===== src/rtl/colour_pkg.sv =====
// Shared encodings and helpers for the colour mixer pixel stage.
package colour_pkg;

  localparam logic [1:0] ST_START = 2'b00;
  localparam logic [1:0] ST_PLAY  = 2'b01;
  localparam logic [1:0] ST_WIN   = 2'b10;
  localparam logic [1:0] ST_LOSE  = 2'b11;

  localparam logic [3:0] LVL_MAX = 4'd15;

  typedef enum logic {
    FADE_IDLE = 1'b0,
    FADE_RUN  = 1'b1
  } fade_state_e;

  // Bits per colour channel for a packed RGB word.
  function automatic int unsigned ch_width(input int unsigned col_w);
    return col_w / 3;
  endfunction

endpackage


===== src/rtl/channel_scaler.sv =====
// Scales one colour channel by (level+1)/16; level 15 passes the channel through.
module channel_scaler #(
  parameter int unsigned CH_W = 4
) (
  input  logic [CH_W-1:0] ch,
  input  logic [3:0]      level,
  output logic [CH_W-1:0] scaled_c
);

  localparam int unsigned P_W = CH_W + 5;

  logic [4:0]     mult_c;
  logic [P_W-1:0] prod_c;

  always_comb begin
    mult_c   = {1'b0, level} + 5'd1;
    prod_c   = P_W'(ch) * P_W'(mult_c);
    scaled_c = CH_W'(prod_c >> 4);
  end

endmodule


===== src/rtl/colour_mixer.sv =====
// Pixel colour stage: per-state colour select, fade-in on state change,
// frame counter and a fixed two-register pipeline to COLOUR_OUT.
module colour_mixer
  import colour_pkg::*;
#(
  parameter int unsigned    COL_W        = 12,
  parameter int unsigned    V_W          = 9,
  parameter int unsigned    H_W          = 10,
  parameter int unsigned    V_MAX        = 479,
  parameter int unsigned    H_MAX        = 639,
  parameter int unsigned    V_CENTRE     = 240,
  parameter int unsigned    H_CENTRE     = 320,
  parameter int unsigned    FRAME_W      = 16,
  parameter int unsigned    FADE_SHIFT   = 2,
  parameter int unsigned    BLINK_BIT    = 4,
  parameter logic [COL_W-1:0] START_COLOUR = 12'hF00
) (
  input  logic             CLK,
  input  logic             RESET,
  input  logic [V_W-1:0]   VERT_ADDR,
  input  logic [H_W-1:0]   HORZ_ADDR,
  input  logic [COL_W-1:0] COLOUR_IN,
  input  logic [1:0]       M_STATE,
  output logic [COL_W-1:0] COLOUR_OUT,
  output logic             FADE_BUSY
);

  localparam int unsigned CH_W = ch_width(COL_W);
  localparam int unsigned D_W  = ((V_W > H_W) ? V_W : H_W) + 1;
  localparam int unsigned S_W  = (FADE_SHIFT > 0) ? FADE_SHIFT : 1;
  localparam logic [S_W-1:0] STEP_MAX = S_W'((1 << FADE_SHIFT) - 1);

  logic               frame_tick_c;
  logic [FRAME_W-1:0] frame_cnt_q, frame_cnt_d;
  logic [COL_W-1:0]   sel_col_q, sel_col_d;
  logic [COL_W-1:0]   colour_out_q, colour_out_d;
  logic [COL_W-1:0]   scaled_c;
  logic [COL_W-1:0]   anim_c;
  logic [D_W-1:0]     v_ext_c, h_ext_c, vc_ext_c, hc_ext_c, dv_c, dh_c;
  logic [1:0]         prev_state_q, prev_state_d;
  logic [3:0]         level_q, level_d;
  logic [S_W-1:0]     step_q, step_d;
  fade_state_e        fade_state_q, fade_state_d;
  logic               fade_busy_q, fade_busy_d;

  // One tick per frame, on the last visible pixel.
  always_comb begin
    frame_tick_c = (VERT_ADDR == V_W'(V_MAX)) && (HORZ_ADDR == H_W'(H_MAX));
    frame_cnt_d  = frame_cnt_q + FRAME_W'(frame_tick_c);
  end

  // Win animation: diamond rings radiating from the centre, drifting with frame count.
  always_comb begin
    v_ext_c  = D_W'(VERT_ADDR);
    h_ext_c  = D_W'(HORZ_ADDR);
    vc_ext_c = D_W'(V_CENTRE);
    hc_ext_c = D_W'(H_CENTRE);
    dv_c     = (v_ext_c >= vc_ext_c) ? (v_ext_c - vc_ext_c) : (vc_ext_c - v_ext_c);
    dh_c     = (h_ext_c >= hc_ext_c) ? (h_ext_c - hc_ext_c) : (hc_ext_c - h_ext_c);
    anim_c   = COL_W'(frame_cnt_q[FRAME_W-1 -: 8]) + COL_W'(dv_c) + COL_W'(dh_c);
  end

  // Stage 1 select.
  always_comb begin
    sel_col_d = COLOUR_IN;
    case (M_STATE)
      ST_START: sel_col_d = START_COLOUR;
      ST_PLAY:  sel_col_d = COLOUR_IN;
      ST_WIN:   sel_col_d = anim_c;
      default:  sel_col_d = frame_cnt_q[BLINK_BIT] ? ~COLOUR_IN : COLOUR_IN;
    endcase
  end

  // Fade FSM; a state change always restarts from level 0, even on a tick.
  always_comb begin
    fade_state_d = fade_state_q;
    level_d      = level_q;
    step_d       = step_q;
    prev_state_d = M_STATE;
    if (M_STATE != prev_state_q) begin
      level_d      = 4'd0;
      step_d       = '0;
      fade_state_d = FADE_RUN;
    end else if (frame_tick_c && (level_q < LVL_MAX)) begin
      if (step_q == STEP_MAX) begin
        step_d  = '0;
        level_d = level_q + 4'd1;
        if (level_q == (LVL_MAX - 4'd1)) begin
          fade_state_d = FADE_IDLE;
        end
      end else begin
        step_d = step_q + S_W'(1);
      end
    end
    fade_busy_d = (fade_state_d == FADE_RUN);
  end

  for (genvar g = 0; g < 3; g++) begin : g_ch
    channel_scaler #(
      .CH_W(CH_W)
    ) u_scaler (
      .ch       (sel_col_q[g*CH_W +: CH_W]),
      .level    (level_q),
      .scaled_c (scaled_c[g*CH_W +: CH_W])
    );
  end

  always_comb begin
    colour_out_d = scaled_c;
  end

  always_ff @(posedge CLK) begin
    if (RESET) begin
      frame_cnt_q  <= '0;
      sel_col_q    <= '0;
      colour_out_q <= '0;
      prev_state_q <= ST_START;
      level_q      <= LVL_MAX;
      step_q       <= '0;
      fade_state_q <= FADE_IDLE;
      fade_busy_q  <= 1'b0;
    end else begin
      frame_cnt_q  <= frame_cnt_d;
      sel_col_q    <= sel_col_d;
      colour_out_q <= colour_out_d;
      prev_state_q <= prev_state_d;
      level_q      <= level_d;
      step_q       <= step_d;
      fade_state_q <= fade_state_d;
      fade_busy_q  <= fade_busy_d;
    end
  end

  assign COLOUR_OUT = colour_out_q;
  assign FADE_BUSY  = fade_busy_q;

endmodule


===== config.mk =====
export PLATFORM = sky130hd
export DESIGN_NAME = colour_mixer
export DESIGN_NICKNAME = d
export VERILOG_FILES = /design/src/rtl/colour_pkg.sv /design/src/rtl/channel_scaler.sv /design/src/rtl/colour_mixer.sv
export SDC_FILE = /design/constraint.sdc
export NUM_CORES = 1
export LEC_CHECK = 0
export ABC_AREA = 1
export CELL_PAD_IN_SITES_DETAIL_PLACEMENT = 0
export CELL_PAD_IN_SITES_GLOBAL_PLACEMENT = 1
export CORE_MARGIN = 5
export CORE_UTILIZATION = 42
export DETAILED_ROUTE_END_ITERATION = 10
export PLACE_DENSITY = 0.81
export SLEW_MARGIN = 0
export SYNTH_ARGS = -nofsm -noshare
export SYNTH_HDL_FRONTEND = slang
export SYNTH_SLANG_ARGS = --single-unit

===== constraint.sdc =====
create_clock -name CLK -period 4.6 [get_ports CLK]
set_clock_uncertainty 0.1 [all_clocks]
set_input_delay 0.69 -clock CLK [delete_from_list [all_inputs] [get_ports CLK]]
set_output_delay 0.69 -clock CLK [all_outputs]
set_load 0.01 [all_outputs]

# After elaboration in Yosys (flattened, before gate mapping)
# Index checks and enable logic that the tools add are counted.
# W data, S select, Z words.
dict set report totals {
  output_inout_bits 13
  wordCells 52
  reg_bits 49
  inputBits 35
}
dict set report op_classes {
  n_bitwise 1
  order_cmp 3
  addsub 10
  n_eq_ne 7
  reduce_logical 9
  n_mul 3
  n_mux 12
}
# cell count
set ops {}
lappend ops {{$pmux W12 S3} 1}
lappend ops {{$mul A4 B5 Y8} 3}
lappend ops {{$mux W11} 2}
lappend ops {{$add A16 B1 Y16} 1}
lappend ops {{$add A12 B11 Y12} 1}
lappend ops {{$add A8 B11 Y12} 1}
lappend ops {{$mux W12} 1}
lappend ops {{$mux W4} 3}
lappend ops {{$not A12 Y12} 1}
lappend ops {{$sub A10 B9 Y11 const B} 1}
lappend ops {{$sub A9 B10 Y11 const A} 1}
lappend ops {{$eq A10 B10 Y1 const B} 1}
lappend ops {{$ge A10 B9 Y1 const B} 1}
lappend ops {{$sub A8 B9 Y10 const A} 1}
lappend ops {{$sub A9 B8 Y10 const B} 1}
lappend ops {{$eq A9 B9 Y1 const B} 1}
lappend ops {{$ge A9 B8 Y1 const B} 1}
lappend ops {{$reduce_bool A2 Y1} 3}
lappend ops {{$add A4 B1 Y5 const B} 1}
lappend ops {{$add A4 B1 Y4 const B} 1}
lappend ops {{$eq A2 B2 Y1 const B} 2}
lappend ops {{$eq A4 B4 Y1 const B} 1}
lappend ops {{$lt A4 B4 Y1 const B} 1}
lappend ops {{$mux W1} 4}
lappend ops {{other kinds (9)} 10}

# Longest topological paths before layout
dict set report logic_depth {
  depth_word 5
  ltp_mapped 24
}

# Hierarchy
# From an unflattened synthesis, not the netlist that was laid out.
dict set report unflattened {
  hier_cells 766
  area_unflattened_um2 5178.7
}
# module area_each_um2 instances cells_each
set by_module_without_submodules {}
lappend by_module_without_submodules {colour_mixer 3480.8 1 505}
lappend by_module_without_submodules {{channel_scaler (g_ch[1].u_scaler ...)} 561.8 2 87}
lappend by_module_without_submodules {{channel_scaler (g_ch[0].u_scaler)} 574.3 1 87}

# Worst setup path before layout
# No wires, ideal clock.
dict set report synth_timing {
  path_type {input port to flip-flop}
  startpoint {input port HORZ_ADDR[1]}
  endpoint {register sel_col_q[7]}
  setup_slack_ns 1.027
  cell_stages 21
  setup_time_ns 0.071
  arrival_time_ns 3.402
  path_cell_list {inv_1 > ha_1 > nand3_1 > nor2_1 > nand2_1 > nor2_2 > nor2_1 > buf_6 > nor2_1 > a21oi_1 > fa_1 > inv_1 > ha_1 > fa_1 > nand3_1 > nand3_1 > nand2_1 > nand2_1 > a21oi_1 > o21ai_0 > a21oi_1}
}
dict set report synth_via {
  elab_chain_cells 4
}
# element line
set synth_lines {}
lappend synth_lines {{from (decl)} colour_mixer.sv:21} ;# input logic [H_W-1:0] HORZ_ADDR,
lappend synth_lines {{$sub A9 B10 Y11, or another cell as far along} colour_mixer.sv:59} ;# dh_c = (h_ext_c >= hc_ext_c) ? (h_ext_c - hc_ext_c) : (hc_ext_c - h_ext_c);
lappend synth_lines {{$mux W11 (*)} colour_mixer.sv:59}
lappend synth_lines {{$add A12 B11 Y12 (*)} colour_mixer.sv:60} ;# anim_c = COL_W'(frame_cnt_q[FRAME_W-1 -: 8]) + COL_W'(dv_c) + COL_W'(dh_c);
lappend synth_lines {{$pmux W12 S3 (*)} colour_mixer.sv:66} ;# case (M_STATE)
lappend synth_lines {{to (signal assigned)} colour_mixer.sv:124} ;# sel_col_q <= sel_col_d;
lappend synth_lines {{to (decl)} colour_mixer.sv:35} ;# logic [COL_W-1:0] sel_col_q, sel_col_d;
# Every way passes the cells marked *; elsewhere a longest branch is shown, timed or not.
# A chain may end at the register's enable or synchronous reset.

# Worst setup path after layout
dict set report layout_timing {
  startpoint {input port HORZ_ADDR[0]}
  endpoint {register sel_col_q[7]}
}
# Same word-level chain as after synthesis.

==> metrics.yaml <==
postCtsHoldBufs: 0
wl_per_cell_um: 13.2
synth_top_area_share_pct: 20.2
cts_tree: "done"
pwr_density_cell_nw_per_um2: 250
ys_seq_elements: 49
crit_required_ns: 4.73
finalHoldViolCount: 0
n_antenna_cell: 0
grt_max_degree: 22
nNetsFinal: 891
synth_area_um2: 4840
synth_top_cell_by_area: "dfxtp_1"
ys_top_cells_by_area: "dfxtp_1 (20%), ha_1 (14%), nand2_1 (12%), fa_1 (9.9%), inv_1 (9.5%)"
dpl-instance-area_um2: 5500
power_frac_comb_pct: 37.7
synth_warnings: 0
die_w_um: 117
crit_path_end_kind: "flip-flop"
grt_setup_unrepaired: "no"
p_leak_nw: 2.74
avgSynthCellArea_um2: 6.67
synth_compound_area_share_pct: 12.1
seqPwrFrac_pct: 33.7
critPathMaxFanout: 6
fmax_ghz: 0.242
synthXorXnorAreaFrac_pct: 3.43
viasPerCell: 5.08
grt_pass1_vias: 4504
rows: 39
clk_latency_ns: 0.29
critPathArrivalTime_ns: 4.25
routed_wirelength_um: 12200
endpoint: "sel_col_q[7]"
h-tree-depth: 2
reg2reg_slack_ns: 0.58
cts_buffers: 5
max-vdd-ir-drop_uv: 137
hold_slack_ns: 0.395
antenna_found_initial: 0
ant_nets: 0
vias: 4684
muxShareOfSynthArea_pct: 0
dieHeight_um: 117
reg2reg_from: "level_q[0]"
io_pins: 48
min_period_over_period_pct: 89.7
yosysSeqAreaShare_pct: 20.2
max-clock-path-buffers: 2
area_growth_pct: 16.9
startpoint_type: "input pin"
r2r_cells: 18
synth_top_family_by_area: "simple AND/OR/NAND/NOR gates"
die_area_um2: 13800
multi_input_area_um2: 3320
synthCells: 726
power.switching_mw: 0.515
drcViolationCount: 0
path_clk_slew_ns: 0.07
layout_min_cycle_time_ns: 4.13
fillCellCount: 1191
p_int_mw: 0.900
core_area_um2: 11400
register_area_um2: 981
place.gp.congestion: 0.930
initial_core_util_pct: 42.6
grt_use_total_pct: 17.5
syn_nets: 839
setup_tns_ns: 0
port_buffers: 47
cts_root_buf: "clkbuf_16"
grt_overflow: 0
drv_cap: 0
cts.repair.resized: 0
p_sw_share_pct: 36.4
crit_type: "input pin to flip-flop"
power.total_mw: 1.42
startpoint: "HORZ_ADDR[0]"
synth_edf_count: 0
synth_cell_types: 39
cts_setup_buffers: 0
slew_headroom_pct: 67.5
hpwl_um: 10100
outcome: "complete, no violations"
drive_gt1_share_pct: 3.85
async_reset_ff_share_pct: 0
hold_path.class: "flip-flop to flip-flop"
synth_fa_ha_area_share_pct: 23.9
r2r_end: "COLOUR_OUT[10]"
final_cell_area_um2: 5660
synth_ff_type: "dfxtp_1"
final-setup-viol-count: 0
dp_slack_ns: 0.180
power_frac_clock_pct: 28.6
synthSimpleGateAreaFrac_pct: 29.2
firstDrtPassIters: 5
dr.first_iter.drc_count: 257
fin_ws_ns: 0.474
tightest_slew_ns: 0.486
cts.sinks: 49
drv_slew: 0
grt_pass1_wl_um: 20300
==> cell families after synthesis <==
family	after synthesis
AOI/OAI and AO/OA	107
buffers and inverters	140
and+or+nand+nor	333
xor gates and xnor gates	19
adders and majority gates	78
DFF	49
==> metrics by stage <==
stage | utilization [%] | instances
3_5_place_dp | 48.4 | 914
2_1_floorplan | - | 726
6_report | 49.8 | 922
5_1_grt | 49.8 | 922
3_3_place_gp | 48.4 | 914
4_1_cts | 49.8 | 922
==> layout make-up <==
class                      count  area share (%)
clock inverter                 1           0.155
sequential                    49            17.3
inverter                     130            8.61
timing repair buffer          55            9.37
multi-input combinational    537            58.7
tap                          143            3.16
clock buffer                   7            2.69
==> registers in the layout (all words and copies together), names as in the netlist <==
name          cells
sel_col_q        12
prev_state_q      2
COLOUR_OUT       12
step_q            2
FADE_BUSY         1
frame_cnt_q      16
level_q           4
==> synth_stat cells (2+ instances only) <==
master,count
a21o_1,3
a21oi_1,47
a31oi_1,4
clkbuf_1,6
clkinv_1,6
dfxtp_1,49
fa_1,24
ha_1,54
inv_1,122
inv_2,2
nand2_1,161
nand3_1,44
nand4_1,15
nor2_1,89
nor2_2,2
nor3_1,11
o21a_1,3
o21ai_0,39
o21bai_1,3
o31ai_1,4
or2_2,3
xnor2_1,6
xor2_1,13
==> cell usage in the layout, fill, tap and decap left out, types with 4 or more instances in the layout <==
master / netlist / routed
fa_1: 24 / 24
xor2_1: 13 / 13
ha_1: 54 / 54
clkinv_1: 6 / 6
nand4_1: 15 / 15
dfxtp_1: 49 / 49
o31ai_1: 4 / 4
inv_1: 122 / 122
a31oi_1: 4 / 4
a21oi_1: 47 / 47
nor3_1: 11 / 11
buf_4: 1 / 8
o21ai_0: 39 / 39
nand3_1: 44 / 44
clkbuf_16: 0 / 5
nor2_1: 89 / 89
xnor2_1: 6 / 6
clkdlybuf4s50_1: 0 / 47
nand2_1: 161 / 161
==> metal layers <==
| metal | up-vias | track usage, % | routed length, µm |
|---|---|---|---|
| met3 | 18 | 2.12 | 458 |
| li1 | 2414 | - | - |
| met5 | - | 0 | 0 |
| met1 | 2147 | 21.7 | 5430 |
| met4 | 0 | 6.53 | 276 |
| met2 | 105 | 30.8 | 6000 |
==> worst max-delay path, cell delays in order <==
cell	delay, ns
clkdlybuf4s50_1	0.53
inv_1	0.08
ha_1	0.22
nand3_1	0.10
nor2_1	0.06
nand2_1	0.10
nor2_2	0.06
nor2_1	0.29
a21oi_1	0.16
fa_1	0.50
inv_1	0.04
ha_1	0.24
fa_1	0.45
nand3_1	0.12
nand3_1	0.12
nand2_1	0.09
nand2_1	0.06
a21oi_1	0.12
o21ai_0	0.10
a21oi_1	0.13
==> worst min-delay path by stage <==
stage          cells after the start              end             from
5_1_grt                            2        step_q[1]        step_q[1]
2_1_floorplan                      2  frame_cnt_q[13]  frame_cnt_q[13]
4_1_cts                            2        step_q[1]        step_q[1]
3_3_place_gp                       2  frame_cnt_q[13]  frame_cnt_q[13]
3_5_place_dp                       2   frame_cnt_q[7]   frame_cnt_q[7]
6_report                           2        step_q[1]        step_q[1]
==> power by group through the flow <==
stage          registers (mW)  clock network [mW]  logic (mW)
5_1_grt                 0.480               0.429       0.614
4_1_cts                 0.476               0.416       0.539
3_3_place_gp            0.485                   0       0.528
3_5_place_dp            0.486                   0       0.536
2_1_floorplan           0.483                   0       0.359
6_report                0.477               0.405       0.533
(Power assumes the default switching activity.)
